### config.mk
export PLATFORM = sky130hd
export DESIGN_NAME = vector_store_unit
export DESIGN_NICKNAME = d
export VERILOG_FILES = /design/src/rtl/vector_store_unit.sv
export SDC_FILE = /design/constraint.sdc
export NUM_CORES = 1
export LEC_CHECK = 0
export BUFFER_PORTS_ARGS = -buffer_cell sky130_fd_sc_hd__buf_2
export CAP_MARGIN = 20
export CELL_PAD_IN_SITES_DETAIL_PLACEMENT = 0
export CELL_PAD_IN_SITES_GLOBAL_PLACEMENT = 1
export CORE_ASPECT_RATIO = 1.25
export CORE_UTILIZATION = 39
export CTS_CLUSTER_SIZE = 8
export DETAILED_ROUTE_END_ITERATION = 6
export PLACE_DENSITY = 0.84
export SLEW_MARGIN = 25
export SYNTH_ARGS = -nofsm -noshare
export SYNTH_HDL_FRONTEND = slang
export SYNTH_SLANG_ARGS = --single-unit
### constraint.sdc
create_clock -name clk -period 2.9 [get_ports clk]
set_clock_uncertainty 0.15 [all_clocks]
set_input_delay 0.435 -clock clk [delete_from_list [all_inputs] [get_ports clk]]
set_output_delay 0.435 -clock clk [all_outputs]
set_load 0.02 [all_outputs]
### src/rtl/vector_store_unit.sv
// Vector store unit: writes one packed vector into byte-wide memory, one lane per cycle.
// Optional per-lane write mask enabled by defining VSTORE_MASK_EN.
module vector_store_unit #(
    parameter int unsigned elementSize = 8,
    parameter int unsigned vectorSize  = 8,
    parameter int unsigned addrWidth   = 8
) (
    input  logic                              clk,
    input  logic                              rst,
    input  logic                              inValid,
    output logic                              inReady,
    input  logic [elementSize*vectorSize-1:0] vectorData,
    input  logic [addrWidth-1:0]              baseAddr,
    input  logic [addrWidth-1:0]              stride,
`ifdef VSTORE_MASK_EN
    input  logic [vectorSize-1:0]             laneMask,
`endif
    output logic                              memWe,
    output logic [addrWidth-1:0]              memAddr,
    output logic [elementSize-1:0]            memData,
    output logic                              busy,
    output logic                              done
);

    localparam int unsigned vecWidth  = elementSize * vectorSize;
    localparam int unsigned laneWidth = (vectorSize > 1) ? $clog2(vectorSize) : 1;
    localparam logic [laneWidth-1:0] lastLane = laneWidth'(vectorSize - 1);

    typedef enum logic [1:0] {
        IDLE,
        WRITE,
        DONE
    } state_t;

    state_t               state;
    logic [laneWidth-1:0] lane;
    logic [vecWidth-1:0]  vec_q;
    logic [addrWidth-1:0] stride_q;
`ifdef VSTORE_MASK_EN
    logic [vectorSize-1:0] mask_q;
`endif

    // Lane 0 is issued straight from the inputs at acceptance; vec_q holds the
    // remaining lanes left-aligned so the next element is always at the top.
    always_ff @(posedge clk) begin
        if (rst) begin
            state    <= IDLE;
            lane     <= '0;
            vec_q    <= '0;
            stride_q <= '0;
`ifdef VSTORE_MASK_EN
            mask_q   <= '0;
`endif
            inReady  <= 1'b0;
            memWe    <= 1'b0;
            memAddr  <= '0;
            memData  <= '0;
            busy     <= 1'b0;
            done     <= 1'b0;
        end else begin
            case (state)
                IDLE: begin
                    if (inValid && inReady) begin
                        state    <= WRITE;
                        lane     <= '0;
                        inReady  <= 1'b0;
                        busy     <= 1'b1;
                        memAddr  <= baseAddr;
                        memData  <= vectorData[vecWidth-1 -: elementSize];
                        vec_q    <= vectorData << elementSize;
                        stride_q <= stride;
`ifdef VSTORE_MASK_EN
                        memWe    <= laneMask[0];
                        mask_q   <= laneMask >> 1;
`else
                        memWe    <= 1'b1;
`endif
                    end else begin
                        inReady <= 1'b1;
                    end
                end
                WRITE: begin
                    if (lane == lastLane) begin
                        state <= DONE;
                        memWe <= 1'b0;
                        done  <= 1'b1;
                    end else begin
                        lane    <= lane + 1'b1;
                        memAddr <= memAddr + stride_q;
                        memData <= vec_q[vecWidth-1 -: elementSize];
                        vec_q   <= vec_q << elementSize;
`ifdef VSTORE_MASK_EN
                        memWe   <= mask_q[0];
                        mask_q  <= mask_q >> 1;
`else
                        memWe   <= 1'b1;
`endif
                    end
                end
                DONE: begin
                    state   <= IDLE;
                    done    <= 1'b0;
                    busy    <= 1'b0;
                    inReady <= 1'b1;
                end
                default: begin
                    state   <= IDLE;
                    memWe   <= 1'b0;
                    done    <= 1'b0;
                    busy    <= 1'b0;
                    inReady <= 1'b0;
                end
            endcase
        end
    end

    // Write strobe must never escape the WRITE state.
    always_ff @(posedge clk) begin
        if (!rst) begin
            assert (!(memWe && (state != WRITE)))
                else $error("memWe asserted outside WRITE");
        end
    end

endmodule

---- Word level (Yosys, flattened, before mapping) ----
Index checks and enable logic that the tools add are counted.
cells by class
  bitwise operators ....................... 3
  $mul .................................... 0
  reduce and logical (&&, ||, !) cells .... 9
  div/mod/pow operators ................... 0
  order comparisons ....................... 0
  shift operators ......................... 0
  multiplexer cells ....................... 23
  $add $sub $neg .......................... 2
  eq/ne operators ......................... 6
operator list
  cell                                                  count
  2-to-1 mux 64 bit                                     2
  case mux 64 bit (2 select lines)                      1
  2-to-1 mux 8 bit                                      4
  case mux 8 bit (2 select lines)                       2
  AND reduction 2 bit                                   5
  adder 8 bit                                           1
  2-to-1 mux 3 bit                                      2
  inequality test 2 bit (second input constant)         3
  case mux 1 bit (3 select lines)                       2
  case mux 3 bit (2 select lines)                       1
  2-to-1 mux 1 bit                                      4
  2-to-1 mux 2 bit                                      2
  case mux 1 bit (2 select lines)                       2
  case mux 2 bit (2 select lines)                       1
  adder 3 x 1 -> 3 bit (second input constant)          1
  equality test 3 bit (second input constant)           1
  inverter 1 bit                                        3
  AND reduction 3 bit                                   1
  equality test 2 x 1 -> 1 bit (second input constant)  1
  equality test 2 bit (second input constant)           1
  zero test 2 bit                                       1
  nonzero test 2 bit                                    1
  logical AND 1 bit                                     1
storage, ports and cells
  memories kept ........................... 0
  input bits .............................. 83
  word-level logic and storage cells ...... 53
  ROM bits ................................ 0
  bits in latches ......................... 0
  flip-flop bits (word level) ............. 97
  RAM bits ................................ 0

---- Depth between registers and ports, before layout ----
  depth after elaboration ................. 3
  mapped depth ............................ 10

---- Worst setup path before layout ----
Ideal clock, no wire load.
  path type ............................... reg2reg
  start ................................... reg memAddr[3]
  end ..................................... reg memAddr[7]
  setup slack ............................. 0.530 ns
  arrival ................................. 2.083 ns
  cell stages (with the launch flop) ...... 9
  data required time ...................... 2.613 ns
  clock period less this slack ............ 2.370 ns
  cell sequence ........................... dfxtp_1 > ha_1 > a21oi_1 > nor2b_1 > or3_1 > nor4b_2 > or3_1 > o32ai_1 > a211oi_1
on the way
  word-level cells in the longest chain between the ends .. 3
RTL lines
  item                             line  text
  start: declaration               19    output logic [addrWidth-1:0] memAddr,
  start signal: assignment         68    memAddr <= baseAddr;
  start signal: assignment         89    memAddr <= memAddr + stride_q;
  adder 8 bit                      89
  2-to-1 mux 8 bit                 83    if (lane == lastLane) begin
  case mux 8 bit (2 select lines)  61    case (state)
Every way passes these cells. The select of a mux whose other input is x is not followed.
A chain may end at the register's enable or synchronous reset.

---- Worst setup path after layout ----
Ends and elaborated chain as after synthesis.

==> impl_metrics.csv <==
group,metric,value,unit
logic_synthesis,synth_edf_count,0,
setup_path,required,2.96,ns
global_routing,grt_pass1_vias,3100,
floorplanning,ioPinCount,103,
sta,setup_violations,0,
setup_path,cp.arrival,2.48,ns
logic_synthesis,synth_cell_types,36,
sta,slew_violations,0,
clock_network,insertion_delay,0.33,ns
clock_network,clockBufferDepth,2,
drt,wire_per_inst,13.4,um
global_routing,grt_pass1_wl,14500,um
drt,drt_first_iter_violations,143,
clock_network,post_cts_buffers,0,
cells_and_area,final_nets,602,
power_and_ir_drop,clkPwrFrac,0.413,
sta,fin_crit,2.42,ns
power_and_ir_drop,peakVddDrop,306,uV
sta,worst_slew_pin_slew,0.800,ns
cells_and_area,fillers,902,
clock_network,root_buffer,"clkbuf_16",
status,outcome,"complete, no violations",
logic_synthesis,postSynthCellCount,417,
clock_network,cts_num_sinks,89,
power_and_ir_drop,leakagePower,0.00233,uW
global_routing,grt_max_degree,50,
logic_synthesis,ys_seq_area_frac,0.470,
placed_design,hpwl,6240,um
logic_synthesis,synth_area,3790,um2
floorplanning,die_w,90.2,um
clock_network,h-tree-depth,3,
floorplanning,fp.coreArea,9270,um2
logic_synthesis,synthArstFlopShare,0,
setup_path,path_cells,"ha_1 > a21oi_1 > nor2b_1 > or3_1 > nor4b_2 > or3_1 > o32ai_1 > a211oi_1",
cells_and_area,seqCellArea,1780,um2
logic_synthesis,synth.avg_cell_area,9.09,um2
setup_path,crit_path_frequent_cell,"or3_1",
logic_synthesis,yosysWarnings,0,
power_and_ir_drop,p_per_area,640,nW/um2
power_and_ir_drop,intPower,2280,uW
sta,hold_viol,0,
global_routing,gr-usage-all-layers,0.180,
clock_network,cts_tree,"yes",
floorplanning,die-area,10100,um2
drt,drtAntennaViolNets,0,
job,cap_violations,0,
cells_and_area,drive_above_1_share,0.253,
floorplanning,start_util,0.409,
clock_network,post_cts_resized,0,
setup_path,critPathMaxStageDelay,0.39,ns
global_routing,grt_overflow,0,
placed_design,place.gp.congestion,0.760,
cells_and_area,final_core_util,0.513,
clock_network,hold_buffers,0,
sta,clock.fmax,413,MHz
drt,vias_per_cell,4.91,
power_and_ir_drop,power_frac_comb,0.137,
sta,timing.setup.tns,0,ns
power_and_ir_drop,swShare,0.251,
cells_and_area,syn_to_final_growth,25.5,%
power_and_ir_drop,seqPwrFrac,0.450,
cells_and_area,antenna_cells,0,
drt,num_vias,3130,
drt,drc,0,
hold_path,hp-class,"in2reg",
sta,fin_crit_sh,0.834,
sta,rsz0062_at_grt,"false",
floorplanning,die_h,112,um
clock_network,numCtsBuffers,9,
setup_path,end_kind,"flop",
global_routing,antenna_found_initial,0,
sta,maxSlewHeadroom,0.467,
setup_path,slowest_stage,"or3_1",
drt,dr.pass1.iters,5,
floorplanning,std_cell_rows,39,
logic_synthesis,synth-seq-cells,89,
setup_path,cp-start-kind,"flop",
drt,totalWireLength,8520,um
cells_and_area,multi_input_area,1900,um2
power_and_ir_drop,p_switching,764,uW
setup_path,criticalPathCategory,"reg2reg",
logic_synthesis,synth_nets,510,
setup_path,crit_fanout,5,
logic_synthesis,ys.flop_type,"dfxtp_1",
placed_design,port_buffers,102,
clock_network,clk_pin_slew_worst_paths,0.06,ns
==> logic make-up (layout without fill, tap and decap cells) <==
group | Yosys count | count (layout) | synth area share
flops | 89 | 89 | 0.470
xor+xnor | 4 | 4 | 0.00924
mux | 57 | 57 | 0.150
buf+inv | 33 | 130 | 0.0343
fa+ha+maj | 10 | 10 | 0.0350
simple gates | 115 | 115 | 0.136
compound gates | 109 | 109 | 0.165
==> path summary, 6_finish.rpt <==
| path | slack (ns) | depth (start not counted) | startpoint | end |
|---|---|---|---|---|
| max | 0.48 | 8 | memAddr[3]$_SDFFE_PP0P_ | memAddr[7]$_SDFFE_PP0P_ |
| min | 0.16 | 2 | vectorData[2] | vec_q[10]$_SDFFE_PP0P_ |
| max reg2reg | 0.48 | 8 | memAddr[3]$_SDFFE_PP0P_ | memAddr[7]$_SDFFE_PP0P_ |
| min reg2reg | 0.29 | 2 | memData[7]$_SDFFE_PP0P_ | memData[7]$_SDFFE_PP0P_ |
==> routing by layer <==
layer	routed length (um)	up-vias	track usage
met3	449	6	0.0488
met5	0	-	0
li1	-	1639	-
met1	3840	1409	0.218
met2	4120	76	0.299
met4	104	0	0.0763
==> state kept, by name, summed over array words and instances, names as in the netlist <==
register,count
lane,3
stride_q,8
state,2
memData,8
memWe,1
inReady,1
busy,1
memAddr,8
vec_q,56
done,1
==> power by group through the flow <==
stage	Sequential (uW)	Clock (uW)	Combinational (uW)
final	1370	1260	418
after global routing	1380	1350	467
after detailed placement	1400	0	422
after floorplan	1410	0	258
after global placement	1390	0	414
after CTS	1370	1290	424
==> cells in the final DEF (no fill, tap or decap), drive strengths merged, types with 2 or more instances in the layout <==
cell,Yosys,final
nor2,12,12
a22oi,2,2
nor3b,2,2
o32ai,2,2
o21ai,66,66
nand2b,4,4
bufinv,0,2
a31oi,2,2
ha,9,9
nand2,80,80
buf,5,108
a22o,10,10
dfxtp,89,89
nor3,5,5
a21o,2,2
nor2b,5,5
clkinv,0,2
inv,6,7
mux2i,57,57
o21a,2,2
a21oi,17,17
xor2,3,3
clkbuf,22,10
or3,3,3
a211oi,2,2
nand4b,2,2
==> cell type report <==
type,instances,area share
sequential,89,0.374
tap,123,0.0323
multi-input combinational,295,0.400
timing repair buffer,108,0.119
clock buffer,10,0.0502
clock inverter,6,0.0189
inverter,6,0.00473
==> stage by stage <==
step	setup WS [ns]	hold slack, ns	area [um2]	cells	total power [uW]
2_1_floorplan	0.530	0.278	3790	417	1670
3_3_place_gp	0.573	0.283	4430	621	1810
3_5_place_dp	0.499	0.288	4430	621	1820
4_1_cts	0.486	0.150	4760	637	3080
5_1_grt	0.395	0.157	4760	637	3190
6_report	0.481	0.160	4760	637	3040
==> cell usage after synthesis (2+ instances only) <==
master	count	area (um2)
nand2_1	80	300
buf_2	5	25.0
nor2_1	11	41.3
nor2b_1	5	31.3
or3_1	2	12.5
o21a_1	2	15.0
a21o_1	2	15.0
inv_1	6	22.5
o21ai_0	4	20.0
a21oi_1	17	85.1
ha_1	9	113
a22oi_1	2	15.0
a22o_1	10	87.6
nand4b_1	2	17.5
nand2b_1	4	25.0
xor2_1	3	26.3
nor3b_1	2	15.0
o21ai_1	62	310
mux2i_1	57	571
nor3_1	4	20.0
o32ai_1	2	17.5
a31oi_1	2	12.5
dfxtp_1	89	1780
a211oi_1	2	15.0
clkbuf_1	22	82.6
==> worst max-delay path, delay by kind of cell (launching register included) <==
kind / cells / cell delay, ns
compound gates: 3 / 0.52
fa+ha+maj: 1 / 0.37
flops: 1 / 0.33
simple gates: 4 / 0.93
(Power assumes the default switching activity.)
